File: config.mk
export PLATFORM = sky130hd
export DESIGN_NAME = mux_arb_pipe
export DESIGN_NICKNAME = d
export VERILOG_FILES = /design/src/rtl/mux_arb_pipe.sv
export SDC_FILE = /design/constraint.sdc
export NUM_CORES = 1
export LEC_CHECK = 0
export BUFFER_PORTS_ARGS = -buffer_cell sky130_fd_sc_hd__buf_4
export CAP_MARGIN = 20
export CORE_MARGIN = 10
export CORE_UTILIZATION = 35
export DETAILED_ROUTE_END_ITERATION = 16
export GPL_TIMING_DRIVEN = 1
export PLACE_DENSITY_LB_ADDON = 0.1
export SLEW_MARGIN = 20
export SYNTH_ARGS = -nofsm -noshare
export SYNTH_HDL_FRONTEND = slang
export SYNTH_SLANG_ARGS = --single-unit
File: constraint.sdc
create_clock -name Clk -period 1.7 [get_ports Clk]
set_input_delay 0.255 -clock Clk [delete_from_list [all_inputs] [get_ports Clk]]
set_output_delay 0.255 -clock Clk [all_outputs]
set_load 0.03 [all_outputs]
File: src/rtl/mux_arb_pipe.sv
// NUM_IN-way valid/ready mux with explicit-select and round-robin modes,
// forwarding the granted beat through a single registered output stage.
module mux_arb_pipe #(
  parameter int WIDTH  = 32,
  parameter int NUM_IN = 4,
  parameter int SEL_W  = $clog2(NUM_IN)
) (
  input  logic                    Clk,
  input  logic                    Reset,
  input  logic [NUM_IN*WIDTH-1:0] In_data,
  input  logic [NUM_IN-1:0]       In_valid,
  output logic [NUM_IN-1:0]       In_ready,
  input  logic                    Mode,
  input  logic [SEL_W-1:0]        Sel,
  output logic [WIDTH-1:0]        Out_data,
  output logic                    Out_valid,
  output logic [SEL_W-1:0]        Out_src,
  input  logic                    Out_ready
);

  logic [WIDTH-1:0] r_out_data;
  logic             r_out_valid;
  logic [SEL_W-1:0] r_out_src;
  logic [SEL_W-1:0] r_rr_ptr;

  logic             w_load;
  logic             w_grant_valid;
  logic [SEL_W-1:0] w_grant_idx;
  logic [WIDTH-1:0] w_grant_data;

  // Channel k steps after base, wrapping past NUM_IN-1 back to 0.
  function automatic logic [SEL_W-1:0] rr_idx(input logic [SEL_W-1:0] base, input int k);
    int t;
    t = int'(base) + k;
    if (t >= NUM_IN) t = t - NUM_IN;
    return t[SEL_W-1:0];
  endfunction

  assign w_load = !r_out_valid || Out_ready;

  always_comb begin
    // NOTE: every always_comb output gets a default first so no path leaves it unassigned (no latch).
    w_grant_valid = 1'b0;
    w_grant_idx   = '0;
    if (!Mode) begin
      // Sel values outside 0..NUM_IN-1 never match, so they yield no grant.
      for (int i = 0; i < NUM_IN; i++) begin
        if (Sel == SEL_W'(i) && In_valid[i]) begin
          w_grant_valid = 1'b1;
          w_grant_idx   = SEL_W'(i);
        end
      end
    end else begin
      // Walk from farthest to nearest so the first valid after rr_ptr wins.
      for (int k = NUM_IN; k >= 1; k--) begin
        if (In_valid[rr_idx(r_rr_ptr, k)]) begin
          w_grant_valid = 1'b1;
          w_grant_idx   = rr_idx(r_rr_ptr, k);
        end
      end
    end
  end

  assign w_grant_data = In_data[w_grant_idx*WIDTH +: WIDTH];

  always_comb begin
    In_ready = '0;
    if (!Reset && w_load && w_grant_valid) In_ready[w_grant_idx] = 1'b1;
  end

  always_ff @(posedge Clk) begin
    // NOTE: sequential state uses non-blocking assignments so all registers update from pre-edge values.
    if (Reset) begin
      r_out_valid <= 1'b0;
      r_out_data  <= '0;
      r_out_src   <= '0;
      r_rr_ptr    <= SEL_W'(NUM_IN - 1);
    end else if (w_load) begin
      r_out_valid <= w_grant_valid;
      if (w_grant_valid) begin
        r_out_data <= w_grant_data;
        r_out_src  <= w_grant_idx;
        if (Mode) r_rr_ptr <= w_grant_idx;
      end
    end
  end

  assign Out_data  = r_out_data;
  assign Out_valid = r_out_valid;
  assign Out_src   = r_out_src;

endmodule

## After elaboration in Yosys (flattened, before gate mapping)

Index checks and enable logic that the tools add are counted.

| word-level totals | value |
|---|---|
| output and inout port bits | 39 |
| register bits after elaboration | 37 |

| cells by class | value |
|---|---|
| shift operators | 1 |
| order comparisons | 10 |
| mux-type cells | 36 |
| reductions and logical operators | 13 |
| equality and inequality tests | 3 |
| $add $sub $neg | 8 |

Operators by type and width:

| cell | count |
|---|---|
| variable part select 128 x 8 -> 32 bit | 1 |
| two-way mux 2 bit | 15 |
| < comparator 2 x 3 -> 1 bit, second input constant | 5 |
| two-way mux 1 bit | 15 |
| greater-or-equal comparator 3 bit, second input constant | 3 |
| binary-select mux 1 bit (select 2 bit) | 4 |
| subtractor 2 x 1 -> 2 bit, second input constant | 4 |
| logical AND 1 bit | 7 |
| adder 2 x 2 -> 3 bit, second input constant | 2 |
| adder 2 x 3 -> 4 bit, second input constant | 1 |
| == test 2 bit, second input constant | 2 |
| greater-or-equal comparator 4 x 3 -> 1 bit, second input constant | 1 |
| two-way mux 4 bit | 1 |
| adder 2 x 1 -> 3 bit, second input constant | 1 |
| AND reduction 3 bit | 1 |
| demux 1 bit (select 2 bit) | 1 |
| == test 2 x 1 -> 1 bit, second input constant | 1 |
| greater-or-equal comparator 2 x 1 -> 1 bit, second input constant | 1 |
| logical NOT 1 bit | 2 |
| logical NOT 2 bit | 1 |
| AND reduction 2 bit | 1 |
| logical OR 1 bit | 1 |

## Depth between registers and ports, before layout

Gate-level depths: netlist of run 1.

| depth | value |
|---|---|
| depth after elaboration | 16 |
| depth in mapped cells | 8 |

## Least setup slack after synthesis of run 1

OpenSTA, ideal clock, no wires.

| path | value |
|---|---|
| path kind | flip-flop to output port |
| start point | reg r_rr_ptr[1] |
| end point | out In_ready[0] |
| cell stages (with the launch flop) | 7 |
| buffers on the path | 2 |
| arrival time | 1.779 ns |
| setup slack | -0.334 ns |
| path through | dfxtp_1 -> buf_2 -> mux2i_1 -> o221ai_2 -> o21ai_4 -> buf_2 -> nor2b_1 |

| on the way | value |
|---|---|
| longest elaborated chain between the ends | 16 |
| elaborated cells between the ends (all ways) | 45 |
| those cells by class | add/sub: 8; order compare: 6; mux: 29; reduce/logical: 2 |

RTL lines:

| item | RTL line | RTL |
|---|---|---|
| start, declared | 24 | `logic [SEL_W-1:0] r_rr_ptr;` |
| start signal, assigned | 77 | `r_rr_ptr <= SEL_W'(NUM_IN - 1);` |
| start signal, assigned | 83 | `if (Mode) r_rr_ptr <= w_grant_idx;` |
| adder 2 x 3 -> 4 bit | 34 | `t = int'(base) + k;` |
| greater-or-equal comparator 4 x 3 -> 1 bit or subtractor 2 x 1 -> 2 bit (tied branches) | 35 | `if (t >= NUM_IN) t = t - NUM_IN;` |
| two-way mux 2 bit | 35 |  |
| two-way mux 2 bit | 45 | `if (!Mode) begin` |
| binary-select mux 1 bit (select 2 bit) | 56 | `if (In_valid[rr_idx(r_rr_ptr, k)]) begin` |
| two-way mux 1 bit (implied by the code) | 56 |  |
| two-way mux 2 bit (4 in a row) | 56 |  |
| two-way mux 2 bit | 45 |  |
| < comparator 2 x 3 -> 1 bit (implied by the code) or greater-or-equal comparator 2 x 1 -> 1 bit (tied branches) | 68 | `if (!Reset && w_load && w_grant_valid) In_ready[w_grant_idx] = 1'b1;` |
| logical AND 1 bit (implied by the code) | 68 |  |
| two-way mux 1 bit (implied by the code) | 68 |  |
| demux 1 bit (select 2 bit) | 68 |  |
| two-way mux 4 bit (*) | 68 |  |
| end, declared | 12 | `output logic [NUM_IN-1:0] In_ready,` |

Every way passes the cells marked *; elsewhere a longest branch is shown, timed or not. The select of a mux whose other input is x is not followed.

## Final worst setup path of run 1

| path | value |
|---|---|
| start point | reg r_rr_ptr[1] |
| end point | out In_ready[1] |

The elaborated chain is that of the path after synthesis.

==> load_flow_metrics.sql, run 1 <==
INSERT INTO impl_metrics (metric_group, metric, value, unit) VALUES
('synth', 'ys_seq_elements', '37', ''),
('clock_tree', 'cts_tree', 'built', ''),
('synth', 'synth_enable_flop_cells', '0', ''),
('grt', 'grt_antenna_before_repair', '0', ''),
('routing', 'routed_via_density', '5.14', ''),
('final_layout', 'stdcell_count', '510', ''),
('sta', 'timing.max_slew.rel_slack', '0.732', ''),
('synth', 'synth_area_leaders', 'dfxtp_1 33%, mux2i_1 29%, o221ai_1 12%', ''),
('final_layout', 'n_antenna_cell', '0', ''),
('setup_path', 'critical_path_rt', '1.44', 'ns'),
('sta', 'timing.final.crit_period', '1.97', 'ns'),
('synth', 'most_frequent_cell_after_synthesis', 'mux2i_1', ''),
('clock_tree', 'clock-root-buffer', 'clkbuf_8', ''),
('sta', 'setup-tns-final', '-6.18', 'ns'),
('synth', 'parity_gate_share_of_the_synthesized_area_counting_xor_and_xnor_cells', '0', ''),
('sta', 'layout_setup_ws', '-0.270', 'ns'),
('clock_tree', 'cts-htree-levels', '2', ''),
('sta', 'finalHoldWorstSlack', '0.193', 'ns'),
('synth', 'main_combinational_cell_family_by_area_after_synthesis', 'multiplexers', ''),
('synth', 'synth_nets', '372', ''),
('synth', 'synth_flop_cell', 'dfxtp_1', ''),
('routing', 'drtIter0Drc', '41', ''),
('setup_path', 'criticalPathCategory', 'reg2out', ''),
('setup_path', 'critical_path.endpoint_type', 'output port', ''),
('sta', 'finalCritPeriodShare', '1.16', ''),
('place', 'post-place-cells', '490', ''),
('grt', 'largest_net_degree_at_the_start_of_global_routing', '22', ''),
('place', 'place_congestion', '0.807', ''),
('die', 'floorplan.die.width', '101', 'um'),
('clock_tree', 'cts_buffer_depth', '2', ''),
('synth', 'yosys.area_share.adder', '0', ''),
('routing', 'drc', '0', ''),
('sta', 'worst_clock_skew', '0.00913', 'ns'),
('synth', 'post_synth_num_cell_types', '30', ''),
('grt', 'first_pass_grt_wire_length', '14.5', 'mm'),
('grt', 'global_route.overflow_total', '0', ''),
('clock_tree', 'clock_insertion_delay_worst_skew', '0.29', 'ns'),
('synth', 'synth.mux.area_fraction', '0.314', ''),
('routing', 'routedWlPerCell', '18.8', 'um'),
('routing', 'drt.antenna.violating_nets', '0', ''),
('setup_path', 'ff2ff_path_depth', '8', ''),
('sta', 'setup_viol', '35', ''),
('synth', 'synth.avg_cell_area', '9.73', 'sq um'),
('sta', 'timing.final.max_slew_violations', '0', ''),
('die', 'core', '6350', 'sq um'),
('place', 'dp_hpwl', '7.35', 'mm'),
('synth', 'synth_largest_area_cell', 'dfxtp_1', ''),
('die', 'die_y', '101', 'um'),
('clock_tree', 'cts_hold_buffers', '0', ''),
('routing', 'drt_wl_total', '9.57', 'mm'),
('power', 'power.leakage', '2.14', 'nW'),
('die', 'num_io_pins', '177', ''),
('outcome', 'failed_checks', 'setup timing', ''),
('synth', 'netlist.area_leader.share', '0.325', ''),
('clock_tree', 'cts_num_sinks', '37', ''),
('outcome', 'outcome', 'finished, violations left', ''),
('die', 'floorplan.initialDensity', '0.358', ''),
('sta', 'worstMarginPinSlew', '0.400', 'ns'),
('worst_hold_path', 'hold-path-cell-count', '2', ''),
('synth', 'synthSimpleGateAreaFrac', '0.110', ''),
('routing', 'route.vias.total', '2621', ''),
('die', 'rows', '29', ''),
('sta', 'finalHoldViolations', '0', ''),
('final_layout', 'nNetsFinal', '570', ''),
('final_layout', 'drive_above_1_share', '0.552', ''),
('sta', 'max_freq', '508', 'MHz'),
('synth', 'synth.cells.most_frequent', '67 x mux2i_1, 37 x dfxtp_1, 37 x nand2_1', ''),
('synth', 'synth_area', '2280', 'sq um'),
('place', 'io_buffer_count', '176', ''),
('synth', 'sequential_cell_area_fraction_in_the_yosys_report', '0.325', ''),
('synth', 'ys_async_sr_fraction', '0', '');
## final cells by class
| type | instances | area (sq um) | area share |
|---|---|---|---|
| Multi-Input combinational cell | 176 | 1470 | 0.346 |
| Timing Repair Buffer | 212 | 1810 | 0.428 |
| Sequential cell | 37 | 746 | 0.176 |
| Tap cell | 77 | 96.3 | 0.0227 |
| Clock buffer | 7 | 86.3 | 0.0204 |
| Clock inverter | 1 | 30.0 | 0.00709 |
## cell usage in the layout, fill, tap and decap left out, types with 2 or more instances in the layout
cell type	Yosys	layout
dfxtp_1	37	35
buf_16	0	3
o221ai_1	32	32
clkbuf_8	0	6
o21ai_0	3	3
clkbuf_16	0	2
o21bai_1	2	2
nor2_4	0	2
nand3b_1	2	2
nand2_1	37	36
nor2_1	5	3
buf_12	0	8
mux2i_2	0	3
mux2_2	2	2
buf_6	2	5
mux2i_1	67	64
nand2b_1	4	3
buf_4	7	193
a21oi_1	5	5
## through the flow
| step | cell area, sq um | power (W) |
|---|---|---|
| 6_report | 4240 | 0.00328 |
| 5_1_grt | 4240 | 0.00345 |
| 4_1_cts | 4180 | 0.00328 |
| 3_5_place_dp | 3860 | 0.00237 |
| 3_3_place_gp | 3860 | 0.00235 |
| 2_1_floorplan | 2360 | 0.00178 |
## worst paths after layout
check / slack (ns) / to / start
max: -0.27 / In_ready[1] / r_rr_ptr[1]
min: 0.19 / Out_src[1] / Reset
max reg2reg: -0.21 / Out_data[14] / r_rr_ptr[1]
min reg2reg: 0.46 / Out_data[11] / Out_data[11]
## worst max-delay path, cell delays in order, from the launching register on
cell      delay, ns
dfxtp_4        0.40
mux2i_1        0.20
nand3b_1       0.15
a31oi_4        0.21
nand2b_4       0.18
buf_12         0.13
nor2_4         0.04
buf_6          0.13
## routing by layer
metal	up-vias	track usage	wire length [um]
li1	1286	-	-
met1	1226	0.197	3840
met2	103	0.307	4810
met3	6	0.0583	812
met4	0	0.0435	112
met5	-	0	0
## power by group
part	switching [W]	internal (W)
sequential	0.0000651	0.000984
combinational	0.000682	0.000756
clock	0.000311	0.000479
## cell families (layout without fill, tap and decap cells)
| family | Yosys count | count (layout) |
|---|---|---|
| AO/OA/AOI/OAI | 50 | 50 |
| buffers and inverters | 21 | 220 |
| flip-flops | 37 | 37 |
| multiplexers | 70 | 70 |
| AND/OR/NAND/NOR | 56 | 56 |
## repair_timing
action / in CTS / in global routing
resized for setup: 19 / 3
setup endpoints to repair: 36 / 37
gates cloned: 2 / 2
pin swaps: 3 / 0
setup buffers: 8 / 0
## sequential cells by signal (all words and copies together) (netlist names)
register   cells
Out_src        2
r_rr_ptr       2
Out_valid      1
Out_data      32
Power figures use the tool's default switching activity.
==> inputs of run 2 (changes only) <==
ABC_AREA = 1   (was unset)
==> run 2 against run 1 <==
Net effect:
- the run still ends with setup timing left
- die area is 44% higher
- sequential power up 6%
- combinational power increased by 110%
- core utilization decreased by 4.3 points
- global-route usage fell by 0.74 points
- clock power increased by 3.3%
- non-clock buffer count increased by 11
- synthesized cell count grew to 2.6 times the previous value
- register-to-register slack got worse by 0.19 ns
- total power increased by 52%
- critical endpoint unchanged
- clock skew decreased by 0.0074 ns
==> load_flow_metrics.sql, run 2 <==
INSERT INTO impl_metrics (metric_group, metric, value, unit) VALUES
('outcome', 'outcome', 'finished, violations left', ''),
('outcome', 'failed_checks', 'setup timing', ''),
('power', 'design_power_total', '0.00498', 'W'),
('synth', 'synth_area', '3560', 'sq um'),
('final_layout', 'area_growth', '73.0', '%'),
('setup_path', 'worstPathCellList', 'buf_6 > nand2_4 > o21ai_2 > nand2_1 > nand2_2 > inv_4 > nand3_4 > o22ai_4 > nor2_4 > nand3_4 > nor2_4 > buf_6', ''),
('final_layout', 'drive_above_1_share', '0.481', ''),
('setup_path', 'cp.arrival', '1.92', 'ns'),
('routing', 'routed_via_density', '4.61', ''),
('sta', 'worstMarginPinSlew', '0.403', 'ns'),
('final_layout', 'layout_commonest_cell', 'buf_4', ''),
('sta', 'worst_clock_skew', '0.00169', 'ns'),
('die', 'num_io_pins', '177', ''),
('setup_path', 'critical_path.endpoint_type', 'output port', ''),
('die', 'core', '9860', 'sq um'),
('synth', 'netlist.area_leader.share', '0.228', ''),
('place', 'dp_hpwl', '9.68', 'mm'),
('synth', 'post_synth_num_cell_types', '28', ''),
('sta', 'timing.final.crit_period', '2.18', 'ns'),
('clock_tree', 'worst_path_clk_slew', '0.08', 'ns'),
('clock_tree', 'cts-buffers-inserted', '5', ''),
('routing', 'drt.antenna.violating_nets', '0', ''),
('routing', 'drc', '0', ''),
('power', 'power.leakage', '3.62', 'nW'),
('setup_path', 'criticalPathCategory', 'reg2out', ''),
('routing', 'drt_wl_total', '14.1', 'mm'),
('sta', 'rsz_0062_raised_after_global_routing', 'yes', ''),
('clock_tree', 'clock-root-buffer', 'clkbuf_8', ''),
('clock_tree', 'cts_num_sinks', '37', ''),
('synth', 'most_frequent_cell_after_synthesis', 'inv_1', ''),
('grt', 'grt_pass1_vias', '4235', ''),
('setup_path', 'critical-path-slowest-cell', 'dfxtp_4', ''),
('power', 'power.ir.vdd_worst', '0.000330', 'V'),
('clock_tree', 'cts_tree', 'built', ''),
('synth', 'synth.cells.most_frequent', '168 x inv_1, 162 x nand3_1, 90 x nand2_1', ''),
('sta', 'timing.max_slew.rel_slack', '0.729', ''),
('sta', 'layout_setup_ws', '-0.477', 'ns'),
('synth', 'synth_largest_area_cell', 'nand3_1', ''),
('die', 'design.die.area', '14600', 'sq um'),
('synth', 'postSynthCellCount', '605', ''),
('setup_path', 'worst_path_dominant_cell_family', 'simple AND/OR/NAND/NOR gates', ''),
('synth', 'sequential_cell_area_fraction_in_the_yosys_report', '0.208', ''),
('final_layout', 'commonest_cells_after_routing_fill_and_taps_aside', '189 x buf_4, 168 x inv_1, 108 x nand3_1', ''),
('setup_path', 'start_kind', 'register', ''),
('routing', 'drt_pre_antenna_iters', '4', ''),
('synth', 'synth_area_leaders', 'nand3_1 23%, dfxtp_1 21%, inv_1 18%', ''),
('sta', 'timing.final.max_slew_violations', '0', ''),
('setup_path', 'timing.critical_path.fanout_max', '6', ''),
('synth', 'synth_flop_cell', 'dfxtp_1', ''),
('synth', 'ys_async_sr_fraction', '0', ''),
('final_layout', 'largest_register_ffs', '32', ''),
('setup_path', 'cp_max_stage_delay', '0.40', 'ns'),
('synth', 'synth_nets', '743', ''),
('job', 'maxCapViolCount', '0', ''),
('routing', 'drtIter0Drc', '279', ''),
('final_layout', 'n_antenna_cell', '0', ''),
('setup_path', 'critical_path.n_buffers_inverters', '3', ''),
('setup_path', 'critical_path_rt', '1.44', 'ns'),
('sta', 'setup_viol', '41', ''),
('grt', 'grt_antenna_before_repair', '0', ''),
('final_layout', 'nNetsFinal', '935', ''),
('grt', 'global_route_usage_over_all_layers', '0.167', ''),
('place', 'io_buffer_count', '176', ''),
('worst_hold_path', 'worst_min_delay_path_category', 'in2reg', ''),
('routing', 'route.vias.total', '4294', ''),
('die', 'floorplan.die.width', '121', 'um'),
('place', 'post-place-cells', '898', ''),
('die', 'die_y', '121', 'um'),
('routing', 'routedWlPerCell', '15.2', 'um'),
('synth', 'synth_enable_flop_cells', '0', ''),
('clock_tree', 'clock_insertion_delay_worst_skew', '0.29', 'ns'),
('sta', 'max_freq', '459', 'MHz'),
('place', 'detailed_place.area', '5090', 'sq um'),
('clock_tree', 'cts_buffer_depth', '2', ''),
('final_layout', 'final_cell_area', '6160', 'sq um'),
('place', 'place_worst_setup_slack', '-0.415', 'ns'),
('sta', 'finalCritPeriodShare', '1.28', ''),
('die', 'floorplan.initialDensity', '0.361', ''),
('synth', 'ys_seq_elements', '37', ''),
('synth', 'synth.yosys.warnings', '0', ''),
('clock_tree', 'cts-htree-levels', '2', ''),
('place', 'place_congestion', '0.854', ''),
('die', 'rows', '36', ''),
('final_layout', 'stdcell_count', '931', ''),
('power', 'power_per_cell_area', '809', 'nW/um^2'),
('grt', 'first_pass_grt_wire_length', '20.6', 'mm'),
('grt', 'largest_net_degree_at_the_start_of_global_routing', '33', ''),
('synth', 'synth.avg_cell_area', '5.89', 'sq um'),
('sta', 'finalHoldViolations', '0', ''),
('setup_path', 'setup.reg_to_reg.worst_slack', '-0.40', 'ns'),
('grt', 'global_route.overflow_total', '0', '');
run 2: changes by cell type after synthesis, moves of 32 or more:
| cell | before | now |
|---|---|---|
| inv_1 | 0 | 168 |
| nand3_1 | 1 | 162 |
| nand2_2 | 0 | 37 |
| nand2_1 | 37 | 90 |
| mux2i_1 | 67 | 0 |
| o221ai_1 | 32 | 0 |
| o21a_1 | 0 | 32 |
run 2: worst paths after layout:
path,from,endpoint,cells after the start
setup / recovery,r_rr_ptr[0],In_ready[1],12
hold / removal,Reset,Out_valid,2
setup reg to reg,r_rr_ptr[0],Out_data[7],19
hold reg to reg,Out_src[0],Out_src[0],2
run 2: worst reg2reg max path: cells and delay by family, from the launching register on:
| kind | cells | cell delay, ns |
|---|---|---|
| AOI/OAI and AO/OA | 1 | 0.07 |
| buffers and inverters | 6 | 0.73 |
| DFF | 1 | 0.40 |
| and+or+nand+nor | 12 | 0.83 |
run 2: routing by layer:
| metal | vias to the layer above | track usage | part of all wire |
|---|---|---|---|
| met5 | - | 0 | 0 |
| met4 | 0 | 0.0362 | 0.0038 |
| met3 | 4 | 0.0563 | 0.086 |
| met2 | 150 | 0.291 | 0.50 |
| met1 | 1920 | 0.193 | 0.41 |
| li1 | 2220 | - | - |
run 2: logic make-up (layout without fill, tap and decap cells):
group	after synthesis	in the layout	synth area share
AO/OA/AOI/OAI	44	44	0.0910
buffers and inverters	213	406	0.265
flip-flops	37	37	0.208
AND/OR/NAND/NOR	311	311	0.436
run 2: metrics by stage:
step	utilization	TNS, ns	hold WS, ns
after detailed placement	0.516	-14.44	0.454
final	0.625	-14.18	0.144
after global routing	0.625	-19.01	0.134
after floorplan	-	-0.912	0.327
after global placement	0.516	-11.26	0.448
after CTS	0.552	-11.48	0.144
run 2: repair_timing:
item,4_1_cts,5_1_grt
setup buffers,7,12
cloned,3,8
gates resized for setup,29,117
hold buffers,0,0
endpoints found under the setup margin,41,41
pin swaps,12,49
hold endpoints to repair,0,0
run 2: area by class of cell:
type	instances	area (sq um)
tap	133	166
multi-input combinational	355	2410
timing repair buffer	223	2050
fill	931	3700
clock buffer	7	86.3
clock inverter	1	30.0
inverter	175	672
sequential	37	748
run 2: report_power, final:
part           internal, W  switching, W
sequential         0.00102     0.0000930
clock             0.000479      0.000337
combinational      0.00139       0.00167
==> inputs of run 3 (changes only) <==
SKIP_CTS_REPAIR_TIMING = 1   (was unset)
==> run 3 against run 2 <==
Net effect:
- critical endpoint is now In_ready[0]
- global-route usage down 0.90 points
- maximum frequency up 0.39%
- wire length shrank 8.7%
- worst setup slack better by 0.0084 ns
- sequential cell count unchanged
- first-iteration DRC count is 6.1% lower
- clock power decreased by 0.9%
- the flow still finishes with violations (setup timing)
- core utilization down 7.2 points
==> load_flow_metrics.sql, run 3 (synthesized netlist as in run 2, its figures left out) <==
INSERT INTO impl_metrics (metric_group, metric, value, unit) VALUES
('die', 'rows', '36', ''),
('power', 'power.ir.vdd_worst', '0.000299', 'V'),
('place', 'io_buffer_count', '176', ''),
('routing', 'drt_wl_total', '12.9', 'mm'),
('sta', 'max_freq', '461', 'MHz'),
('sta', 'worstMarginPinSlew', '0.404', 'ns'),
('die', 'design.die.area', '14600', 'sq um'),
('sta', 'worst_clock_skew', '0.00858', 'ns'),
('setup_path', 'critical_path.n_buffers_inverters', '3', ''),
('power', 'design_power_total', '0.00446', 'W'),
('final_layout', 'area_growth', '53.1', '%'),
('setup_path', 'critical_path_rt', '1.44', 'ns'),
('clock_tree', 'cts_tree', 'built', ''),
('routing', 'drt_pre_antenna_iters', '5', ''),
('setup_path', 'criticalPathCategory', 'reg2out', ''),
('routing', 'route.vias.total', '4186', ''),
('worst_hold_path', 'worst_min_delay_path_category', 'in2reg', ''),
('clock_tree', 'clock_insertion_delay_worst_skew', '0.29', 'ns'),
('final_layout', 'filler_cell_count', '1025', ''),
('grt', 'global_route.overflow_total', '0', ''),
('routing', 'routedWlPerCell', '14.1', 'um'),
('grt', 'global_route_usage_over_all_layers', '0.158', ''),
('die', 'die_y', '121', 'um'),
('power', 'power.leakage', '3.29', 'nW'),
('final_layout', 'nNetsFinal', '920', ''),
('sta', 'layout_setup_ws', '-0.468', 'ns'),
('die', 'core', '9860', 'sq um'),
('job', 'maxCapViolCount', '0', ''),
('setup_path', 'critical-path-slowest-cell', 'dfxtp_4', ''),
('place', 'post-place-cells', '898', ''),
('place', 'place_worst_setup_slack', '-0.415', 'ns'),
('setup_path', 'timing.critical_path.fanout_max', '6', ''),
('power', 'power_per_cell_area', '817', 'nW/um^2'),
('grt', 'grt_pass1_vias', '4110', ''),
('grt', 'grt_antenna_before_repair', '0', ''),
('place', 'dp_hpwl', '9.68', 'mm'),
('sta', 'timing.max_slew.rel_slack', '0.728', ''),
('clock_tree', 'cts_buffer_depth', '2', ''),
('clock_tree', 'cts-buffers-inserted', '5', ''),
('grt', 'largest_net_degree_at_the_start_of_global_routing', '35', ''),
('routing', 'routed_via_density', '4.57', ''),
('die', 'floorplan.die.width', '121', 'um'),
('final_layout', 'commonest_cells_after_routing_fill_and_taps_aside', '188 x buf_4, 167 x inv_1, 156 x nand3_1', ''),
('final_layout', 'drive_above_1_share', '0.379', ''),
('sta', 'setup_viol', '40', ''),
('sta', 'timing.final.max_slew_violations', '0', ''),
('setup_path', 'cp.arrival', '1.91', 'ns'),
('clock_tree', 'clock-root-buffer', 'clkbuf_8', ''),
('final_layout', 'layout_commonest_cell', 'buf_4', ''),
('final_layout', 'stdcell_count', '916', ''),
('clock_tree', 'worst_path_clk_slew', '0.07', 'ns'),
('setup_path', 'start_kind', 'register', ''),
('sta', 'timing.final.crit_period', '2.17', 'ns'),
('final_layout', 'n_antenna_cell', '0', ''),
('grt', 'first_pass_grt_wire_length', '19.6', 'mm'),
('routing', 'drt.antenna.violating_nets', '0', ''),
('clock_tree', 'cts_num_sinks', '37', ''),
('routing', 'drc', '0', ''),
('clock_tree', 'cts-htree-levels', '2', ''),
('setup_path', 'worstPathCellList', 'buf_6 > nand2_2 > o21ai_2 > nand2_1 > nand2_1 > inv_2 > nand3_2 > o22ai_4 > nor2_4 > nand2_4 > nor3_4 > buf_6', ''),
('die', 'num_io_pins', '177', ''),
('setup_path', 'cp_max_stage_delay', '0.40', 'ns'),
('routing', 'drtIter0Drc', '262', ''),
('sta', 'finalCritPeriodShare', '1.28', ''),
('sta', 'rsz_0062_raised_after_global_routing', 'yes', ''),
('setup_path', 'critical_path.endpoint_type', 'output port', ''),
('setup_path', 'worst_path_dominant_cell_family', 'simple AND/OR/NAND/NOR gates', ''),
('outcome', 'outcome', 'finished, violations left', ''),
('die', 'floorplan.initialDensity', '0.361', ''),
('place', 'place_congestion', '0.854', ''),
('outcome', 'failed_checks', 'setup timing', ''),
('sta', 'finalHoldViolations', '0', ''),
('sta', 'setup-tns-final', '-10.96', 'ns'),
('sta', 'finalHoldWorstSlack', '0.156', 'ns'),
('final_layout', 'largest_register_ffs', '32', '');
[run 3: cell types whose count changed in the layout (fill, tap and decap cells not counted), sizes merged]
| cell | before | now |
|---|---|---|
| buf | 215 | 205 |
| clkbuf | 15 | 10 |
[run 3: stage by stage]
| stage | util | area [sq um] |
|---|---|---|
| 3_3_place_gp | 0.516 | 5090 |
| 2_1_floorplan | - | 3620 |
| 5_1_grt | 0.553 | 5460 |
| 4_1_cts | 0.528 | 5200 |
| 3_5_place_dp | 0.516 | 5090 |
| 6_report | 0.553 | 5460 |
[run 3: power breakdown]
part           switching (W)  internal (W)
registers          0.0000921       0.00102
clock network       0.000330      0.000479
logic                0.00143       0.00111
[run 3: cell type report]
type | instances | area [sq um] | area share
clock buffer | 7 | 86.3 | 0.0158
clock inverter | 1 | 30.0 | 0.00550
inverter | 175 | 669 | 0.123
multi-input combinational | 355 | 2000 | 0.366
sequential | 37 | 748 | 0.137
tap | 133 | 166 | 0.0305
timing repair buffer | 208 | 1760 | 0.322
[run 3: metal layers]
metal	vias up	part of all wire	track usage
met2	154	0.48	0.272
met1	1837	0.42	0.184
met3	8	0.092	0.0563
li1	2187	-	-
met4	0	0.0085	0.0332
met5	-	0	0
[run 3: final timing paths]
kind                                endpoint  cells past startpoint         from  slack, ns
worst min-delay path               Out_valid                      2        Reset       0.16
worst min register to register    Out_src[0]                      2   Out_src[0]       0.47
worst max register to register  Out_data[15]                     15  r_rr_ptr[0]      -0.33
worst max-delay path             In_ready[0]                     12  r_rr_ptr[0]      -0.47
[run 3: worst register-to-register path, cell delays in order, from the launching register on]
cell and delay (ns):
dfxtp_4 0.38, buf_6 0.13, nand2_1 0.06, nand2_2 0.07, nand2_2 0.07, nand2_1 0.06, inv_2 0.09, nand3_2 0.09
o22ai_4 0.17, nor2_4 0.10, buf_4 0.17, buf_6 0.14, buf_12 0.15, o21a_1 0.17, nand2_1 0.06, inv_1 0.04
